**src/rtl/mem_ctrl_if.sv**
```systemverilog
// -----------------------------------------------------------------------------
// mem_ctrl_if
// Bundles the three buses around mem_ctrl:
//   - instruction fetch : if_req, if_addr, if_flush -> if_inst, if_done
//   - load/store        : mem_req, mem_we, mem_len, mem_sign, mem_addr,
//                         mem_wdata -> mem_rdata, mem_done
//   - byte-wide RAM     : ram_a, ram_wr, ram_dout -> ram_din (1-cycle latency)
// Modports:
//   slave  : the controller (consumes requests, masters the RAM port)
//   master : the surroundings (requesters plus the RAM itself)
// -----------------------------------------------------------------------------
interface mem_ctrl_if #(
  parameter int ADDR_WIDTH = 17
);
  logic                  if_req;
  logic [31:0]           if_addr;
  logic                  if_flush;
  logic [31:0]           if_inst;
  logic                  if_done;

  logic                  mem_req;
  logic                  mem_we;
  logic [1:0]            mem_len;
  logic                  mem_sign;
  logic [31:0]           mem_addr;
  logic [31:0]           mem_wdata;
  logic [31:0]           mem_rdata;
  logic                  mem_done;

  logic [ADDR_WIDTH-1:0] ram_a;
  logic                  ram_wr;
  logic [7:0]            ram_dout;
  logic [7:0]            ram_din;

  modport slave (
    input  if_req, if_addr, if_flush,
    output if_inst, if_done,
    input  mem_req, mem_we, mem_len, mem_sign, mem_addr, mem_wdata,
    output mem_rdata, mem_done,
    output ram_a, ram_wr, ram_dout,
    input  ram_din
  );

  modport master (
    output if_req, if_addr, if_flush,
    input  if_inst, if_done,
    output mem_req, mem_we, mem_len, mem_sign, mem_addr, mem_wdata,
    input  mem_rdata, mem_done,
    input  ram_a, ram_wr, ram_dout,
    output ram_din
  );
endinterface

```
**src/rtl/mem_ctrl.sv**
```systemverilog
// -----------------------------------------------------------------------------
// mem_ctrl
// Shares one byte-wide synchronous RAM port between instruction fetch and
// load/store. Each 1/2/4-byte access is split into single-byte RAM cycles,
// little-endian words are assembled/disassembled, loads are sign- or
// zero-extended, and each requester gets a one-cycle done pulse.
// Ports:
//   clk  : rising-edge clock
//   rst  : synchronous reset, active-high
//   bus  : mem_ctrl_if.slave (fetch, load/store and RAM signals)
// -----------------------------------------------------------------------------
module mem_ctrl #(
  parameter int ADDR_WIDTH = 17
) (
  input  logic       clk,
  input  logic       rst,
  mem_ctrl_if.slave  bus
);

  typedef enum logic [1:0] {IDLE, READ, WRITE, DONE} state_e;

  localparam logic [ADDR_WIDTH-1:0] ADDR_ONE = ADDR_WIDTH'(1);

  state_e                state_q,     state_d;
  logic                  owner_if_q,  owner_if_d;   // 1 = fetch owns the transfer
  logic [2:0]            len_q,       len_d;        // bytes in transfer: 1, 2 or 4
  logic [2:0]            cnt_q,       cnt_d;        // cycle index within READ/WRITE
  logic                  sign_q,      sign_d;
  logic [31:0]           wbuf_q,      wbuf_d;       // store bytes still to send
  logic [31:0]           rbuf_q,      rbuf_d;       // load bytes collected so far
  logic [ADDR_WIDTH-1:0] ram_a_q,     ram_a_d;
  logic                  ram_wr_q,    ram_wr_d;
  logic [7:0]            ram_dout_q,  ram_dout_d;
  logic                  if_done_q,   if_done_d;
  logic                  mem_done_q,  mem_done_d;
  logic [31:0]           if_inst_q,   if_inst_d;
  logic [31:0]           mem_rdata_q, mem_rdata_d;

  // Upper address bits beyond the RAM are intentionally ignored.
  logic unused_addr_bits;
  assign unused_addr_bits = ^{bus.if_addr[31:ADDR_WIDTH], bus.mem_addr[31:ADDR_WIDTH]};

  function automatic logic [2:0] len_bytes(input logic [1:0] len);
    case (len)
      2'b00:   len_bytes = 3'd1;
      2'b01:   len_bytes = 3'd2;
      default: len_bytes = 3'd4;
    endcase
  endfunction

  // Read bytes are shifted in from the top, so an N-byte load ends up
  // left-justified in the buffer: byte at [31:24], half at [31:16].
  function automatic logic [31:0] extend(input logic [31:0] shifted,
                                         input logic [2:0]  n,
                                         input logic        sgn);
    case (n)
      3'd1:    extend = {{24{sgn & shifted[31]}}, shifted[31:24]};
      3'd2:    extend = {{16{sgn & shifted[31]}}, shifted[31:16]};
      default: extend = shifted;
    endcase
  endfunction

  always_comb begin
    // NOTE: every *_d gets a default before the case so no path leaves a
    // variable unassigned, which would otherwise infer a latch.
    state_d     = state_q;
    owner_if_d  = owner_if_q;
    len_d       = len_q;
    cnt_d       = cnt_q;
    sign_d      = sign_q;
    wbuf_d      = wbuf_q;
    rbuf_d      = rbuf_q;
    ram_a_d     = ram_a_q;
    ram_dout_d  = ram_dout_q;
    if_inst_d   = if_inst_q;
    mem_rdata_d = mem_rdata_q;
    ram_wr_d    = 1'b0;
    if_done_d   = 1'b0;
    mem_done_d  = 1'b0;

    case (state_q)
      IDLE: begin
        if (bus.mem_req) begin
          owner_if_d = 1'b0;
          len_d      = len_bytes(bus.mem_len);
          sign_d     = bus.mem_sign;
          ram_a_d    = bus.mem_addr[ADDR_WIDTH-1:0];
          cnt_d      = 3'd0;
          rbuf_d     = '0;
          if (bus.mem_we) begin
            // First byte goes out with the first WRITE cycle.
            state_d    = WRITE;
            ram_wr_d   = 1'b1;
            ram_dout_d = bus.mem_wdata[7:0];
            wbuf_d     = {8'h00, bus.mem_wdata[31:8]};
          end else begin
            state_d = READ;
          end
        end else if (bus.if_req && !bus.if_flush) begin
          owner_if_d = 1'b1;
          len_d      = 3'd4;
          sign_d     = 1'b0;
          ram_a_d    = bus.if_addr[ADDR_WIDTH-1:0];
          cnt_d      = 3'd0;
          rbuf_d     = '0;
          state_d    = READ;
        end
      end

      READ: begin
        if (owner_if_q && bus.if_flush) begin
          // Redirect: drop the fetch, ram_a simply holds.
          state_d = IDLE;
        end else begin
          cnt_d = cnt_q + 3'd1;
          // ram_din reflects the address driven one cycle earlier.
          if (cnt_q != 3'd0) begin
            rbuf_d = {bus.ram_din, rbuf_q[31:8]};
          end
          if ((cnt_q + 3'd1) < len_q) begin
            ram_a_d = ram_a_q + ADDR_ONE;
          end
          if (cnt_q == len_q) begin
            state_d = DONE;
            if (owner_if_q) begin
              if_done_d = 1'b1;
              if_inst_d = rbuf_d;
            end else begin
              mem_done_d  = 1'b1;
              mem_rdata_d = extend(rbuf_d, len_q, sign_q);
            end
          end
        end
      end

      WRITE: begin
        if ((cnt_q + 3'd1) == len_q) begin
          state_d     = DONE;
          mem_done_d  = 1'b1;
          mem_rdata_d = '0;
        end else begin
          cnt_d      = cnt_q + 3'd1;
          ram_wr_d   = 1'b1;
          ram_a_d    = ram_a_q + ADDR_ONE;
          ram_dout_d = wbuf_q[7:0];
          wbuf_d     = {8'h00, wbuf_q[31:8]};
        end
      end

      DONE: begin
        // Requests still high here are ignored; they are re-sampled in IDLE.
        state_d = IDLE;
      end

      default: state_d = IDLE;
    endcase
  end

  // NOTE: state registers use non-blocking assignments so all flops update
  // together from the values computed before the edge.
  always_ff @(posedge clk) begin
    if (rst) begin
      state_q     <= IDLE;
      owner_if_q  <= 1'b0;
      len_q       <= 3'd0;
      cnt_q       <= 3'd0;
      sign_q      <= 1'b0;
      wbuf_q      <= '0;
      rbuf_q      <= '0;
      ram_a_q     <= '0;
      ram_wr_q    <= 1'b0;
      ram_dout_q  <= 8'h00;
      if_done_q   <= 1'b0;
      mem_done_q  <= 1'b0;
      if_inst_q   <= '0;
      mem_rdata_q <= '0;
    end else begin
      state_q     <= state_d;
      owner_if_q  <= owner_if_d;
      len_q       <= len_d;
      cnt_q       <= cnt_d;
      sign_q      <= sign_d;
      wbuf_q      <= wbuf_d;
      rbuf_q      <= rbuf_d;
      ram_a_q     <= ram_a_d;
      ram_wr_q    <= ram_wr_d;
      ram_dout_q  <= ram_dout_d;
      if_done_q   <= if_done_d;
      mem_done_q  <= mem_done_d;
      if_inst_q   <= if_inst_d;
      mem_rdata_q <= mem_rdata_d;
    end
  end

  // A flush arriving during the DONE cycle itself must still cancel the
  // fetch pulse, so the registered pulse is gated by the live flush.
  assign bus.if_done   = if_done_q & ~bus.if_flush;
  assign bus.if_inst   = if_inst_q;
  assign bus.mem_done  = mem_done_q;
  assign bus.mem_rdata = mem_rdata_q;
  assign bus.ram_a     = ram_a_q;
  assign bus.ram_wr    = ram_wr_q;
  assign bus.ram_dout  = ram_dout_q;

endmodule

```
**src/flat_wrapper.sv**
```systemverilog
// flat-port wrapper written by rule: the top's interface ports become plain ports
module mem_ctrl_flat 
#(
  parameter int ADDR_WIDTH = 17
)
  (clk, rst, bus_if_req, bus_if_addr, bus_if_flush, bus_if_inst, bus_if_done, bus_mem_req, bus_mem_we, bus_mem_len, bus_mem_sign, bus_mem_addr, bus_mem_wdata, bus_mem_rdata, bus_mem_done, bus_ram_a, bus_ram_wr, bus_ram_dout, bus_ram_din);
  mem_ctrl_if #(.ADDR_WIDTH(ADDR_WIDTH)) bus_i ();
  input  logic clk;
  input  logic rst;
  input wire logic [$bits(bus_i.if_req)-1:0] bus_if_req;
  input wire logic [$bits(bus_i.if_addr)-1:0] bus_if_addr;
  input wire logic [$bits(bus_i.if_flush)-1:0] bus_if_flush;
  output wire logic [$bits(bus_i.if_inst)-1:0] bus_if_inst;
  output wire logic [$bits(bus_i.if_done)-1:0] bus_if_done;
  input wire logic [$bits(bus_i.mem_req)-1:0] bus_mem_req;
  input wire logic [$bits(bus_i.mem_we)-1:0] bus_mem_we;
  input wire logic [$bits(bus_i.mem_len)-1:0] bus_mem_len;
  input wire logic [$bits(bus_i.mem_sign)-1:0] bus_mem_sign;
  input wire logic [$bits(bus_i.mem_addr)-1:0] bus_mem_addr;
  input wire logic [$bits(bus_i.mem_wdata)-1:0] bus_mem_wdata;
  output wire logic [$bits(bus_i.mem_rdata)-1:0] bus_mem_rdata;
  output wire logic [$bits(bus_i.mem_done)-1:0] bus_mem_done;
  output wire logic [$bits(bus_i.ram_a)-1:0] bus_ram_a;
  output wire logic [$bits(bus_i.ram_wr)-1:0] bus_ram_wr;
  output wire logic [$bits(bus_i.ram_dout)-1:0] bus_ram_dout;
  input wire logic [$bits(bus_i.ram_din)-1:0] bus_ram_din;
  assign bus_i.if_req = bus_if_req;
  assign bus_i.if_addr = bus_if_addr;
  assign bus_i.if_flush = bus_if_flush;
  assign bus_if_inst = bus_i.if_inst;
  assign bus_if_done = bus_i.if_done;
  assign bus_i.mem_req = bus_mem_req;
  assign bus_i.mem_we = bus_mem_we;
  assign bus_i.mem_len = bus_mem_len;
  assign bus_i.mem_sign = bus_mem_sign;
  assign bus_i.mem_addr = bus_mem_addr;
  assign bus_i.mem_wdata = bus_mem_wdata;
  assign bus_mem_rdata = bus_i.mem_rdata;
  assign bus_mem_done = bus_i.mem_done;
  assign bus_ram_a = bus_i.ram_a;
  assign bus_ram_wr = bus_i.ram_wr;
  assign bus_ram_dout = bus_i.ram_dout;
  assign bus_i.ram_din = bus_ram_din;
  mem_ctrl #(.ADDR_WIDTH(ADDR_WIDTH)) u_core (.clk(clk), .rst(rst), .bus(bus_i));
endmodule
```
**config.mk**
```make
export PLATFORM = sky130hd
export DESIGN_NAME = mem_ctrl_flat
export DESIGN_NICKNAME = d
export VERILOG_FILES = /design/src/rtl/mem_ctrl_if.sv /design/src/rtl/mem_ctrl.sv /design/src/flat_wrapper.sv
export SDC_FILE = /design/constraint.sdc
export NUM_CORES = 1
export LEC_CHECK = 0
export CAP_MARGIN = 20
export CORE_MARGIN = 8
export CORE_UTILIZATION = 45
export CTS_CLUSTER_SIZE = 40
export DETAILED_ROUTE_END_ITERATION = 8
export GPL_TIMING_DRIVEN = 0
export HOLD_SLACK_MARGIN = 0.02
export PLACE_DENSITY_LB_ADDON = 0.05
export SYNTH_ARGS = -nofsm -noshare
export SYNTH_HDL_FRONTEND = slang
export SYNTH_SLANG_ARGS = --single-unit
export TNS_END_PERCENT = 20
```
**constraint.sdc**
```tcl
create_clock -name clk -period 3.9 [get_ports clk]
set_clock_uncertainty 0.1 [all_clocks]
set_input_delay 0.585 -clock clk [delete_from_list [all_inputs] [get_ports clk]]
set_output_delay 0.585 -clock clk [all_outputs]
set_load 0.1 [all_outputs]
```
==> flow_summary_export.csv, run 1 <==
group,metric,value,unit
grt,antenna_found_initial,0,
layout,area_growth,35.5,%
die,coreArea,16500,µm²
grt,grt_pass1_vias,7029,
critical_path,crit_required,3.21,ns
synthesis,synth_cells,838,
timing,fin_crit_sh,79.3,%
clock_tree,cts_hold_buf,0,
critical_path,crit_type,"input pin to primary output",
die,die_h,145,µm
critical_path,cpMostUsedCell,"clkdlybuf4s50_1",
critical_path,arrival,2.41,ns
synthesis,synth_fp_nets,962,
synthesis,async_flop_share,0,%
pwr,p_int,4.07,mW
clock_tree,cts_sinks,158,
clock_tree,cts-root-buf,"clkbuf_16",
layout,n_antenna_cell,0,
timing,tightest_slew,1.05,ns
timing,setup_violations,0,
timing,hold_viol_final,0,
drt,routedWlPerCell,19.2,µm
pwr,switching_share,46.8,%
drt,post_drt_via_cell_ratio,5.72,
pwr,p_comb_share,48.3,%
grt,grt_overflow_total,0,
run_status,status,"finished, final reports clean",
clock_tree,clock_latency,0.43,ns
timing,rsz0062_at_grt,"false",
timing,slew_headroom,30.0,%
clock_tree,cts.clk_slew.worst_paths,0.07,ns
timing,period_needed,3.09,ns
layout,drive_above_1_share,6.32,%
critical_path,max_stage_delay,1.15,ns
synthesis,synthTopCellsByArea,"dfxtp_1, mux2i_1, a211oi_1",
critical_path,crit_chain,"clkdlybuf4s50_1 > nor2b_1 > clkdlybuf4s50_1",
timing,maxSlewViolCount,0,
synthesis,syn_area_per_cell,8.96,µm²
hold_path,hold_path.class,"flip-flop to flip-flop",
drt,dr_total_vias,7232,
synthesis,ys.warnings.count,0,
pwr,finalPower,7.66,mW
synthesis,yosysTopAreaCell,"dfxtp_1",
layout,fill_cells,1485,
job,cap_violations,0,
critical_path,cp_num_buf_inv,2,
drt,firstDrtPassIters,5,
pwr,peakVddDrop,0.441,mV
pwr,pwr-share-seq,27.7,%
timing,fmax,0.324,GHz
layout,layout_common_cells,"clkdlybuf4s50_1, dfxtp_1, nor2_1, nand2_1, a211oi_1",
clock_tree,clk_path_buf_depth,2,
timing,fin_ws,0.809,ns
layout,final_area,10200,µm²
die,floorplan.initialDensity,45.6,%
layout,finalNetCount,1155,
layout,final_common_cell,"clkdlybuf4s50_1",
critical_path,crit_slowest_cell,"clkdlybuf4s50_1",
synthesis,synthDistinctLibCells,60,
synthesis,synth_top_area_share,42.1,%
pwr,p_switching,3.59,mW
synthesis,synth_area,7510,µm²
synthesis,synth_edf_count,0,
place,numPortBuffers,174,
die,ioPinCount,205,
drt,initialDrtViolationCount,604,
critical_path,critPathLaunchType,"input pin",
drt,wirelength,24300,µm
grt,grt_max_degree,17,
place,dp_hpwl,18500,µm
pwr,power.leakage,3.75,nW
timing,tns,0,ns
drt,ant_nets,0,
synthesis,synthFlopType,"dfxtp_1",
grt,track_usage,22.7,%
pwr,p_per_area,753,nW/µm²
clock_tree,cts_tree,"yes",
synthesis,ys_ff_latch,158,
place,place.gp.congestion,0.911,
drt,route.detailed.drc,0,
clock_tree,cts_setup_buffers,0,
die,dieWidth,145,µm
die,dieArea,21100,µm²
critical_path,crit_family,"buffers and inverters",
clock_tree,cts_resized,0,
critical_path,cp_max_fo,6,
clock_tree,numCtsBuffers,17,
pwr,p_clk_share,24.0,%
critical_path,cp-end-kind,"primary output",
grt,grt_pass1_wl,38900,µm
synthesis,ys_seq_area_share,42.1,%
die,row_count,47,
clock_tree,htreeDepth,4,
place,dpl_worst_slack,0.782,ns
place,placed_cell_area,9530,µm²
==> routing by layer <==
metal  track usage, %  share of wire (%)  vias to the layer above
met3             5.81                7.0                       53
met5                0                  0                        -
met4             10.9                3.9                        0
li1                 -                  -                     3511
met1             28.7                 44                     3372
met2             35.6                 45                      296
==> metrics by stage <==
| step | instances | hold slack (ns) | util (%) |
|---|---|---|---|
| after floorplan | 838 | 0.332 | - |
| after global placement | 1232 | 0.339 | 57.9 |
| after detailed placement | 1232 | 0.346 | 57.9 |
| after CTS | 1264 | 0.355 | 61.8 |
| after global routing | 1264 | 0.371 | 61.8 |
| final | 1264 | 0.351 | 61.8 |
==> worst min-delay path, cell delays in order (launching register included) <==
cell and delay (ns):
dfxtp_1 0.31, nand2_1 0.05, a21oi_1 0.05
==> cell type report <==
cell class / count / area (µm²) / share of cell area (%)
timing repair buffer: 174 / 1740 / 17.1
clock inverter: 14 / 221 / 2.18
clock buffer: 18 / 429 / 4.22
sequential: 158 / 3160 / 31.1
buffer: 71 / 323 / 3.17
tap: 220 / 275 / 2.70
inverter: 13 / 48.8 / 0.479
multi-input combinational: 596 / 3980 / 39.1
==> worst paths after layout <==
kind	startpoint	endpoint	slack, ns	cells past startpoint
setup / recovery	bus_if_flush	bus_if_done	0.81	3
hold / removal	u_core.wbuf_q[17]$_SDFFE_PP0P_	u_core.wbuf_q[17]$_SDFFE_PP0P_	0.35	2
setup reg to reg	u_core.len_q[1]$_SDFFE_PP0P_	u_core.bus.ram_a[7]$_SDFFE_PP0P_	0.88	9
hold reg to reg	u_core.wbuf_q[17]$_SDFFE_PP0P_	u_core.wbuf_q[17]$_SDFFE_PP0P_	0.35	2
==> cell usage after synthesis, types with 12 or more instances <==
cell and count:
nand2_1 71, mux2i_1 62, clkbuf_1 34, a22oi_1 15, nand3b_1 15, a21oi_1 38
a22o_1 49, a2bb2oi_1 16, nand2b_1 15, nor3_1 13, inv_1 12, nor2_1 94
a211oi_1 63, dfxtp_1 158, buf_2 24, nand3_1 21
==> sequential cells by signal, summed over array words and instances (netlist names), 2 cells and up <==
signal                cells
u_core.rbuf_q            32
u_core.state_q            2
u_core.len_q              3
u_core.bus.mem_rdata     32
u_core.wbuf_q            24
u_core.cnt_q              3
u_core.bus.ram_a         17
u_core.bus.if_inst       32
u_core.bus.ram_dout       8
==> cells by family after synthesis <==
family,Yosys count,synth area share (%)
xor+xnor,3,0.350
mux,63,8.46
buf+inv,84,4.95
compound gates,257,25.9
flops,158,42.1
simple gates,262,16.3
fa+ha+maj,11,1.83
==> power groups by stage <==
| stage | logic, mW | clock network [mW] | registers, mW |
|---|---|---|---|
| global placement | 3.67 | 0 | 2.14 |
| global route | 3.92 | 1.94 | 2.16 |
| finish | 3.70 | 1.84 | 2.12 |
| floorplan | 1.59 | 0 | 3.27 |
| detailed placement | 3.68 | 0 | 2.15 |
| CTS | 3.69 | 1.86 | 2.11 |
(Power assumes the default switching activity.)
==> inputs of run 2 (changes only) <==
Settings changed: CORE_UTILIZATION 45 to 44.
Clock period 3.9 ns to 2.6 ns, I/O delays scaled along.
==> flow_summary_export.csv, run 2 (synthesized netlist as in run 1, its figures left out) <==
group,metric,value,unit
layout,layoutNonFillerInstCount,1263,
die,dieWidth,147,µm
timing,fin_ws,-0.00634,ns
clock_tree,cts_sinks,158,
critical_path,r2r_setup_slack,-0.006,ns
run_status,status,"finished with violations",
layout,final_area,10300,µm²
critical_path,cp_max_fo,9,
drt,dr_total_vias,7263,
critical_path,arrival,2.85,ns
hold_path,whs_path_depth,2,
clock_tree,htreeDepth,4,
job,cap_violations,0,
drt,firstDrtPassIters,5,
timing,maxSlewViolCount,0,
grt,grt_max_degree,20,
hold_path,whs_endpoint,"u_core.bus.mem_rdata[31]$_SDFFE_PP0P_",
die,row_count,47,
die,coreArea,16600,µm²
die,die_h,147,µm
timing,hold_viol_final,0,
layout,drive_above_1_share,8.63,%
timing,slew_headroom,30.2,%
drt,post_drt_via_cell_ratio,5.75,
drt,routedWlPerCell,19.5,µm
die,dieArea,21500,µm²
drt,route.detailed.drc,0,
place,place.gp.congestion,0.923,
critical_path,cp_num_buf_inv,2,
layout,final_util,61.8,%
layout,final_common_cell,"clkdlybuf4s50_1",
grt,grt_overflow_total,0,
pwr,peakVddDrop,0.647,mV
clock_tree,cts_tree,"yes",
critical_path,r2r_end,"u_core.bus.ram_a[12]$_SDFFE_PP0P_",
layout,regArea,3170,µm²
drt,initialDrtViolationCount,637,
grt,track_usage,22.3,%
hold_path,min_from,"u_core.bus.mem_rdata[31]$_SDFFE_PP0P_",
critical_path,critPathLaunchType,"flip-flop",
timing,whs,0.342,ns
critical_path,crit_required,2.85,ns
layout,multiInputGateArea,4050,µm²
timing,rsz0062_at_grt,"true",
grt,grt_pass1_vias,7113,
layout,area_growth,37.0,%
timing,period_needed,2.61,ns
drt,wirelength,24600,µm
place,numPortBuffers,174,
place,dpl_worst_slack,-0.389,ns
clock_tree,numCtsBuffers,17,
clock_tree,cts.clk_slew.worst_paths,0.07,ns
place,placed_cell_area,9530,µm²
clock_tree,cts-root-buf,"clkbuf_16",
grt,grt_pass1_wl,38500,µm
drt,ant_nets,0,
critical_path,r2r_cells,9,
place,place_inst,1232,
layout,n_antenna_cell,0,
timing,setup_violations,1,
layout,finalNetCount,1154,
layout,fill_cells,1489,
critical_path,crit_chain,"ha_2 > xor2_1 > ha_1 > and4_4 > buf_6 > a311o_1 > buf_4 > or4_1 > o31ai_1",
critical_path,crit_type,"flip-flop to flip-flop",
layout,layout_common_cells,"clkdlybuf4s50_1, dfxtp_1, nor2_1, nand2_1, mux2i_1",
critical_path,crit_slowest_cell,"or4_1",
pwr,p_per_area,1130,nW/µm²
timing,tightest_slew,1.04,ns
critical_path,cp-end-kind,"flip-flop",
place,dp_hpwl,18500,µm
clock_tree,clock_latency,0.43,ns
critical_path,r2r_start,"u_core.cnt_q[1]$_SDFFE_PP0P_",
grt,antenna_found_initial,0,
critical_path,crit_family,"simple AND/OR/NAND/NOR gates",
run_status,violations,"setup timing",
timing,fmax,0.384,GHz
critical_path,max_stage_delay,0.53,ns
die,floorplan.initialDensity,45.1,%
hold_path,hold_path.class,"flip-flop to flip-flop",
pwr,power.leakage,3.84,nW
clock_tree,clk_path_buf_depth,2,
timing,fin_crit_sh,100,%
die,ioPinCount,205,
run 2: changes by cell type in the layout (fill, tap and decap cells not counted), sizes merged:
cell	before	now
clkinvlp	1	0
inv	19	20
clkbuf	52	51
dlymetal6s2s	0	3
clkdlybuf4s50	174	170
dlygate4sd2	0	1
run 2: tightest hold or removal path, delay by kind of cell (launching register included):
family,cells,cell delay [ns]
flip-flops,1,0.31
AND/OR/NAND/NOR,2,0.09
run 2: cell type report:
class | count | share of cell area (%)
sequential | 158 | 30.8
multi-input combinational | 596 | 39.3
inverter | 13 | 0.474
clock buffer | 18 | 4.27
tap | 220 | 2.68
clock inverter | 14 | 2.13
buffer | 69 | 3.23
timing repair buffer | 175 | 17.1
run 2: worst max path at each step:
stage / from / end / cells after the start
2_1_floorplan: u_core.bus.ram_a[7]$_SDFFE_PP0P_ / u_core.bus.ram_a[14]$_SDFFE_PP0P_ / 5
3_3_place_gp: u_core.len_q[1]$_SDFFE_PP0P_ / u_core.bus.ram_a[9]$_SDFFE_PP0P_ / 9
3_5_place_dp: u_core.len_q[1]$_SDFFE_PP0P_ / u_core.bus.ram_a[9]$_SDFFE_PP0P_ / 9
4_1_cts: u_core.cnt_q[0]$_SDFFE_PP0P_ / u_core.bus.ram_a[12]$_SDFFE_PP0P_ / 9
5_1_grt: u_core.cnt_q[1]$_SDFFE_PP0P_ / u_core.wbuf_q[14]$_SDFFE_PP0P_ / 9
6_report: u_core.cnt_q[1]$_SDFFE_PP0P_ / u_core.bus.ram_a[12]$_SDFFE_PP0P_ / 9
run 2: power by group:
part	internal, mW	leakage, nW	switching, mW
combinational	1.71	2.23	3.97
sequential	2.84	1.29	0.371
clock	1.68	0.325	1.12
total	6.22	3.84	5.46
run 2: layer usage:
layer / share of wire (%) / vias up / GRT usage (%)
li1: - / 3506 / -
met1: 45 / 3463 / 27.6
met2: 47 / 254 / 36.5
met3: 5.8 / 40 / 5.07
met4: 2.6 / 0 / 9.27
met5: 0 / - / 0
run 2: repair_timing:
action                     in CTS  in global routing
pin swaps                       1                  1
hold buffers                    0                  0
setup endpoints to repair      83                 79
buffers inserted                0                  1
resized for setup              16                 20
run 2: through the flow:
step	total power [mW]	setup TNS (ns)
after global routing	12.2	-0.907
after detailed placement	8.75	-27.40
after CTS	11.6	0
after floorplan	7.29	0
after global placement	8.72	-25.96
final	11.7	-0.00634
==> inputs of run 3 (changes only) <==
Settings changed: CORE_ASPECT_RATIO set to 1.25, CORE_MARGIN 8 to 5.
==> flow_summary_export.csv, run 3 (synthesized netlist as in run 1, its figures left out) <==
group,metric,value,unit
run_status,status,"finished, final reports clean",
critical_path,cp_max_fo,10,
critical_path,crit_required,2.88,ns
layout,drive_above_1_share,8.89,%
clock_tree,htreeDepth,4,
grt,grt_max_degree,20,
drt,initialDrtViolationCount,604,
place,numPortBuffers,174,
timing,fmax,0.388,GHz
layout,n_antenna_cell,0,
drt,ant_nets,0,
layout,layoutNonFillerInstCount,1266,
clock_tree,clk_path_buf_depth,2,
pwr,p_per_area,1110,nW/µm²
clock_tree,cts_sinks,158,
pwr,power.leakage,3.83,nW
layout,layout_common_cells,"clkdlybuf4s50_1, dfxtp_1, nor2_1, nand2_1, mux2i_1",
timing,setup_violations,0,
layout,final_area,10300,µm²
grt,grt_pass1_vias,6909,
timing,slew_headroom,27.6,%
drt,routedWlPerCell,19.1,µm
clock_tree,cts.clk_slew.worst_paths,0.07,ns
grt,track_usage,23.9,%
timing,tns,0,ns
layout,area_growth,36.5,%
critical_path,arrival,2.86,ns
timing,tightest_slew,1.08,ns
drt,firstDrtPassIters,5,
layout,final_common_cell,"clkdlybuf4s50_1",
hold_path,hold_path.class,"flip-flop to flip-flop",
critical_path,critPathLaunchType,"flip-flop",
drt,post_drt_via_cell_ratio,5.74,
clock_tree,cts-root-buf,"clkbuf_16",
grt,antenna_found_initial,0,
clock_tree,clock_latency,0.43,ns
clock_tree,cts_hold_buf,0,
clock_tree,cts_tree,"yes",
die,row_count,53,
place,dp_hpwl,18200,µm
place,placed_cell_area,9530,µm²
die,coreArea,16800,µm²
clock_tree,numCtsBuffers,17,
critical_path,crit_type,"flip-flop to flip-flop",
die,die_h,156,µm
job,cap_violations,0,
layout,finalNetCount,1157,
drt,wirelength,24200,µm
timing,period_needed,2.58,ns
die,floorplan.initialDensity,44.8,%
pwr,peakVddDrop,0.844,mV
place,place_inst,1232,
die,dieArea,19800,µm²
timing,hold_viol_final,0,
place,place.gp.congestion,0.926,
die,dieWidth,127,µm
grt,grt_pass1_wl,37700,µm
drt,dr_total_vias,7264,
grt,grt_overflow_total,0,
timing,maxSlewViolCount,0,
timing,fin_crit_sh,99.1,%
critical_path,cp-end-kind,"flip-flop",
timing,rsz0062_at_grt,"true",
die,ioPinCount,205,
timing,whs,0.352,ns
drt,route.detailed.drc,0,
-- run 3: cell types whose count changed in the layout (fill, tap and decap cells not counted), moves of 2 or more --
cell        change
a211oi_1        +2
a211oi_2        -2
buf_1           -2
buf_4           +2
bufinv_16       -4
clkbuf_2        +3
clkinvlp_4      +3
inv_6           -2
inv_8           +2
-- run 3: per-stage QoR --
step	setup WS [ns]	util, %	total power, mW
4_1_cts	0.00630	60.5	11.3
3_5_place_dp	-0.378	56.8	8.72
3_3_place_gp	-0.365	56.8	8.70
5_1_grt	-0.0587	61.1	11.9
2_1_floorplan	0.0631	-	7.29
6_report	0.0230	61.1	11.3
-- run 3: final cells by class --
cell class	instances	area, µm²
fillers	1533	6530
multi-input cells	596	4040
flip-flops and latches	158	3170
repair buffers	178	1780
clock buffers	18	439
plain buffers	69	347
well taps	220	275
clock inverters	14	146
inverters	13	48.8
-- run 3: routing by layer --
| layer | routed length (µm) | up-vias | GRT usage, % |
|---|---|---|---|
| met5 | 0 | - | 0 |
| met4 | 807 | 0 | 10.4 |
| met3 | 1290 | 52 | 4.21 |
| met2 | 12300 | 262 | 42.4 |
| met1 | 9790 | 3429 | 28.1 |
| li1 | - | 3521 | - |
-- run 3: worst paths after layout --
path	start	to	slack [ns]	cells past startpoint
max reg2reg	u_core.cnt_q[0]$_SDFFE_PP0P_	u_core.bus.mem_rdata[15]$_SDFFE_PP0P_	0.02	9
min	u_core.wbuf_q[19]$_SDFFE_PP0P_	u_core.wbuf_q[19]$_SDFFE_PP0P_	0.35	2
min reg2reg	u_core.wbuf_q[19]$_SDFFE_PP0P_	u_core.wbuf_q[19]$_SDFFE_PP0P_	0.35	2
max	u_core.cnt_q[0]$_SDFFE_PP0P_	u_core.bus.mem_rdata[15]$_SDFFE_PP0P_	0.02	9
-- run 3: critical path, cell delays in order, from the launching register on --
cell      delay, ns
dfxtp_4        0.37
ha_4           0.17
xor2_2         0.14
ha_1           0.33
buf_4          0.14
nand3_1        0.07
nand2_1        0.13
a31oi_2        0.44
clkbuf_1       0.42
a22o_1         0.22
-- run 3: repair_timing --
item	4_1_cts	5_1_grt
setup endpoints to repair	83	77
pin swaps	1	2
gates resized for setup	15	25
setup buffers	2	2
-- run 3: power breakdown --
group	total (mW)	internal (mW)	switching, mW
Combinational	5.67	1.73	3.94
Clock	2.47	1.30	1.16
Sequential	3.20	2.84	0.365
Total	11.3	5.87	5.46
